## src/rtl/mem_arbiter.sv

```systemverilog
// rtl/mem_arbiter.sv - round-robin CPU/DMA arbiter in front of a single-port data memory
module mem_arbiter #(
  parameter int ADDR_W = 13,
  parameter int DATA_W = 32
) (
  input  logic              clk,
  input  logic              rst,
  input  logic              cpu_req,
  input  logic              cpu_we,
  input  logic [ADDR_W-1:0] cpu_addr,
  input  logic [DATA_W-1:0] cpu_wdata,
  output logic [DATA_W-1:0] cpu_rdata,
  output logic              cpu_ack,
  output logic              cpu_stall,
  input  logic              dma_req,
  input  logic              dma_we,
  input  logic [ADDR_W-1:0] dma_addr,
  input  logic [DATA_W-1:0] dma_wdata,
  output logic [DATA_W-1:0] dma_rdata,
  output logic              dma_ack,
  output logic              mem_read,
  output logic              mem_write,
  output logic [ADDR_W-1:0] mem_addr,
  output logic [DATA_W-1:0] mem_wdata,
  input  logic [DATA_W-1:0] mem_rdata
);

  localparam logic [1:0] IDLE     = 2'd0;
  localparam logic [1:0] ACCESS   = 2'd1;
  localparam logic [1:0] COMPLETE = 2'd2;

  localparam logic OWN_CPU = 1'b0;
  localparam logic OWN_DMA = 1'b1;

  logic [1:0]        state;
  logic              we_l;
  logic              owner;
  logic              last_owner;
  logic [DATA_W-1:0] cpu_rdata_q;
  logic [DATA_W-1:0] dma_rdata_q;
  logic              grant_valid;
  logic              grant;

  // In COMPLETE only the non-owner may be granted, so a held owner req is not served twice.
  always_comb begin
    grant_valid = 1'b0;
    grant       = OWN_CPU;
    case (state)
      IDLE: begin
        if (cpu_req && dma_req) begin
          grant_valid = 1'b1;
          grant       = ~last_owner;
        end else if (cpu_req) begin
          grant_valid = 1'b1;
          grant       = OWN_CPU;
        end else if (dma_req) begin
          grant_valid = 1'b1;
          grant       = OWN_DMA;
        end
      end
      COMPLETE: begin
        if (owner == OWN_CPU && dma_req) begin
          grant_valid = 1'b1;
          grant       = OWN_DMA;
        end else if (owner == OWN_DMA && cpu_req) begin
          grant_valid = 1'b1;
          grant       = OWN_CPU;
        end
      end
      default: ;
    endcase
  end

  always_ff @(posedge clk or posedge rst) begin
    if (rst) begin
      state       <= IDLE;
      we_l        <= 1'b0;
      owner       <= OWN_CPU;
      last_owner  <= OWN_DMA;
      mem_addr    <= '0;
      mem_wdata   <= '0;
      cpu_rdata_q <= '0;
      dma_rdata_q <= '0;
    end else begin
      if (state == COMPLETE) begin
        last_owner <= owner;
        if (!we_l && owner == OWN_CPU) cpu_rdata_q <= mem_rdata;
        if (!we_l && owner == OWN_DMA) dma_rdata_q <= mem_rdata;
      end
      if (grant_valid) begin
        state     <= ACCESS;
        owner     <= grant;
        we_l      <= (grant == OWN_DMA) ? dma_we    : cpu_we;
        mem_addr  <= (grant == OWN_DMA) ? dma_addr  : cpu_addr;
        mem_wdata <= (grant == OWN_DMA) ? dma_wdata : cpu_wdata;
      end else if (state == ACCESS) begin
        state <= COMPLETE;
      end else begin
        state <= IDLE;
      end
    end
  end

  assign mem_read  = (state == ACCESS) && !we_l;
  assign mem_write = (state == ACCESS) && we_l;
  assign cpu_ack   = (state == COMPLETE) && (owner == OWN_CPU);
  assign dma_ack   = (state == COMPLETE) && (owner == OWN_DMA);
  assign cpu_stall = cpu_req && !cpu_ack;

  // Load data is forwarded straight from memory in the ack cycle, then held.
  assign cpu_rdata = (cpu_ack && !we_l) ? mem_rdata : cpu_rdata_q;
  assign dma_rdata = (dma_ack && !we_l) ? mem_rdata : dma_rdata_q;

endmodule

```

## config.mk

```make
export PLATFORM = sky130hd
export DESIGN_NAME = mem_arbiter
export DESIGN_NICKNAME = d
export VERILOG_FILES = /design/src/rtl/mem_arbiter.sv
export SDC_FILE = /design/constraint.sdc
export NUM_CORES = 1
export LEC_CHECK = 0
export BUFFER_PORTS_ARGS = -buffer_cell sky130_fd_sc_hd__buf_2
export CAP_MARGIN = 20
export CORE_AREA = 2 2 117 119
export DETAILED_ROUTE_END_ITERATION = 10
export DIE_AREA = 0 0 119 121
export PLACE_DENSITY = 0.76
export REMOVE_ABC_BUFFERS = 1
export SYNTH_ARGS = -nofsm -noshare
export SYNTH_HDL_FRONTEND = slang
export SYNTH_SLANG_ARGS = --single-unit
```

## constraint.sdc

```tcl
create_clock -name clk -period 3.8 [get_ports clk]
set_input_delay 0.76 -clock clk [delete_from_list [all_inputs] [get_ports clk]]
set_output_delay 0.76 -clock clk [all_outputs]
set_load 0.05 [all_outputs]
```

Yosys cells after proc, flatten, opt, wreduce, memory -nomap -nowiden. Cells that the tools add are included.

Equality and inequality tests: 2. Muxes and demuxes: 17. Bitwise gates (word level): 2. Reduce and logical (&&, ||, !) cells: 17.

Operators by type and width (count): 2-to-1 mux 32 bit (3); 2-to-1 mux 13 bit (1); logical AND 1 bit (12); 2-to-1 mux 1 bit (9); 2-to-1 mux 2 bit (2); one-hot mux 1 bit (2 select lines) (2); AND reduction 2 bit (2); == test 2 x 1 -> 1 bit, second input constant (1); == test 2 bit, second input constant (1); zero test 1 bit (2); zero test 2 bit (1); inverter 1 bit (2).

Register bits after elaboration: 114. Input port bits: 128. Output and inout port bits: 114. Logic and storage cells: 46.

Depth between registers and ports, before layout.
Depth in word-level cells: 5. Depth in mapped cells: 6. Mapped depth without buffers: 4.

Least setup slack after synthesis. OpenSTA, ideal clock, no wires.

Kind: register to output. From: register owner. To: output cpu_stall. Arrival time: 2351 ps. Data required time: 3040 ps. Setup slack: 689 ps. Stages on the path, launching flop included: 3. Path buffers: 0. Cells stage by stage: dfrtp_1 nor3b_1 nor2b_1.

Longest elaborated chain between the ends: 4.

Ends and longest elaborated chain: start, declared (line 37) `logic owner;`; start signal, assigned (line 92) `owner <= grant;`; inverter 1 bit (line 106) `assign cpu_ack = (state == COMPLETE) && (owner == OWN_CPU);`; logical AND 1 bit (line 106); via cpu_ack (line 13) `output logic cpu_ack,`; zero test 1 bit (line 108) `assign cpu_stall = cpu_req && !cpu_ack;`; logical AND 1 bit (line 108); end, declared (line 14) `output logic cpu_stall,`.

The timed path passes the listed nets, and every way through them passes these cells.

Worst setup path in the final report.
From: register state[0]. To: output cpu_rdata[14].

Longest elaborated chain between the ends: 4.

Ends and longest elaborated chain: start, declared (line 35) `logic [1:0] state;`; start signal, assigned (line 76) `state <= IDLE;`; start signal, assigned (line 91) `state <= ACCESS;`; start signal, assigned (line 97) `state <= COMPLETE;`; == test 2 bit (line 106); logical AND 1 bit (line 106); logical AND 1 bit (line 111) `assign cpu_rdata = (cpu_ack && !we_l) ? mem_rdata : cpu_rdata_q;`; 2-to-1 mux 32 bit (line 111); end, declared (line 12) `output logic [DATA_W-1:0] cpu_rdata,`.

Every way passes these cells.

==> impl_metrics.yaml <==
synth:
  synth_flop_cell: "dfrtp_1"
  synth_seq_cells: 114
  synth_largest_area_cell: "dfrtp_1"
  synth_edf_count: 0
  yosys-top-cells-area: "dfrtp_1 (51%), mux2_2 (24%), mux2i_1 (8.2%), o22ai_1 (5.2%), inv_1 (3.2%)"
  ys_types: 26
  ys_warn_count: 0
  syn-cell-area_sq_um: 5583
  synth_top_area_share_pct: 50.65
  syn_avg_cell_area_sq_um: 13.04
  ys_seq_area_share_pct: 51.12
  syn_inst: 428
  synthArstFlopShare_pct: 100.0
die:
  start_util_pct: 42.67
  pin_count: 242
  core_area_sq_um: 13090
  std_cell_rows: 42
  die-area_sq_um: 14400
  die_x_microns: 119
  dieHeight_microns: 121
worst_setup_path:
  critPathLaunchType: "flop"
  critPathKind: "reg -> out"
  crit_path_max_fanout: 50
  arrival_ns: 2.47
  required_ns: 3.04
  end_kind: "output pin"
final_layout:
  final_common_cell: "buf_2"
  final_nets: 797
  fin_area_sq_um: 7511
  n_antenna_cell: 0
  drive_above_1_share_pct: 59.09
  area_growth_pct: 34.54
  utilization_pct: 57.40
  layout_common_cells: "buf_2 (241), mux2_2 (117), dfrtp_1 (113)"
clocking:
  clk_pin_slew_ns: 0.06
  cts_max_level: 4
  post-cts-setup-buffers: 0
  cts_tree: "done"
  cts_buffers: 17
  cts-root-buf: "clkbuf_16"
  ctsHoldBuffers: 0
  ctsResizeCount: 0
  clockBufferDepth: 2
  cts_sinks: 114
  insertion_delay_ns: 0.41
run:
  maxCapViolations: 0
route:
  drt-total-wl_mm: 13.19
  wl_per_cell_microns: 15.38
  drc: 0
  vias: 4205
  first_pass_iters: 5
  viasPerCell: 4.901
  drt_iter0_markers: 249
  drtAntennaViolNets: 0
placement:
  place.gp.congestion: 0.8247
  place_area_sq_um: 6888
  port_buffers: 241
  dp_hpwl_mm: 9.474
timing:
  whs_ns: 0.4370
  tightest_slew_ns: 0.7921
  setup_viol: 0
  fmax_mhz: 309.4
  rsz0062_at_grt: "no"
  skew_ns: 0.01004
  slew_headroom_pct: 47.19
  hold_viol: 0
  setup_tns_ns: 0
  fin_crit_ns: 3.232
  finalCritPeriodShare_pct: 85.06
  slew_viol_final: 0
run_status:
  outcome: "finished clean"
grt:
  grt_start_max_net_pins: 65
  grt_overflow: 0
  grt_use_total_pct: 18.64
  grt_pass1_wl_mm: 20.69
  grt_antenna_before_repair: 0
  grt_pass1_vias: 4142
min_path:
  hold_class: "in -> async"
synthesized netlist by cell type (all sizes together), types with 2 or more instances:
master	number
mux2i	46
a21oi	2
dfrtp	113
nand2b	2
nor3	3
inv	48
nor2	2
and2	2
o22ai	46
buf	25
mux2	128
area by class of cell:
cell class | count | area (sq um)
Clock buffer | 18 | 439.2
Clock inverter | 14 | 163.9
Fill cell | 1063 | 5574
Inverter | 48 | 182.7
Multi-Input combinational cell | 240 | 2355
Sequential cell | 114 | 2854
Tap cell | 176 | 220.2
Timing Repair Buffer | 248 | 1296
kinds of logic (layout without fill, tap and decap cells):
family | Yosys count | in the layout | share of synthesized area (%)
multiplexers | 174 | 174 | 34.07
buffers and inverters | 74 | 328 | 6.948
AO/OA/AOI/OAI | 51 | 51 | 5.760
flip-flops | 114 | 114 | 51.12
AND/OR/NAND/NOR | 15 | 15 | 2.107
per-stage QoR:
stage | cells | worst slack, ns
2_1_floorplan | 402 | -0.08370
3_3_place_gp | 825 | 1.067
3_5_place_dp | 825 | 1.016
4_1_cts | 857 | 0.5609
5_1_grt | 858 | 0.4506
6_report | 858 | 0.5676
worst paths after layout:
path | start | end | slack, ns | depth (start not counted)
min in group clk | cpu_rdata_q[1]$_DFFE_PP0P_ | cpu_rdata_q[1]$_DFFE_PP0P_ | 0.48 | 1
worst max register to register | state[0]$_DFF_PP0_ | cpu_rdata_q[4]$_DFFE_PP0P_ | 1.83 | 4
worst min-delay path | rst | mem_wdata[30]$_DFFE_PP0P_ | 0.44 | 2
worst min register to register | cpu_rdata_q[1]$_DFFE_PP0P_ | cpu_rdata_q[1]$_DFFE_PP0P_ | 0.48 | 1
max in group asynchronous | rst | cpu_rdata_q[21]$_DFFE_PP0P_ | 2.59 | 3
worst max-delay path | state[0]$_DFF_PP0_ | cpu_rdata[14] | 0.57 | 5
sequential cells by signal, summed over array words and instances (netlist names):
name         cells
owner            1
last_owner       1
cpu_rdata_q     32
state            2
we_l             1
mem_addr        13
mem_wdata       32
dma_rdata_q     32
per-layer routing:
layer,vias up,routed length (microns),GRT usage [%]
met5,-,0,0
met4,0,140,6.696
met3,16,988,5.639
met2,192,6478,31.03
met1,1976,5587,22.99
li1,2021,-,-
critical path: stages, from the launching register on:
cell and delay, ns:
dfrtp_1 0.43, nand2b_1 0.27, nor3_4 0.17, buf_4 0.52
mux2_2 0.42, buf_2 0.21
Power is left out: the tool's default activity adds up to more than one toggle a clock period on the data nets, which glitch-free logic cannot reach.
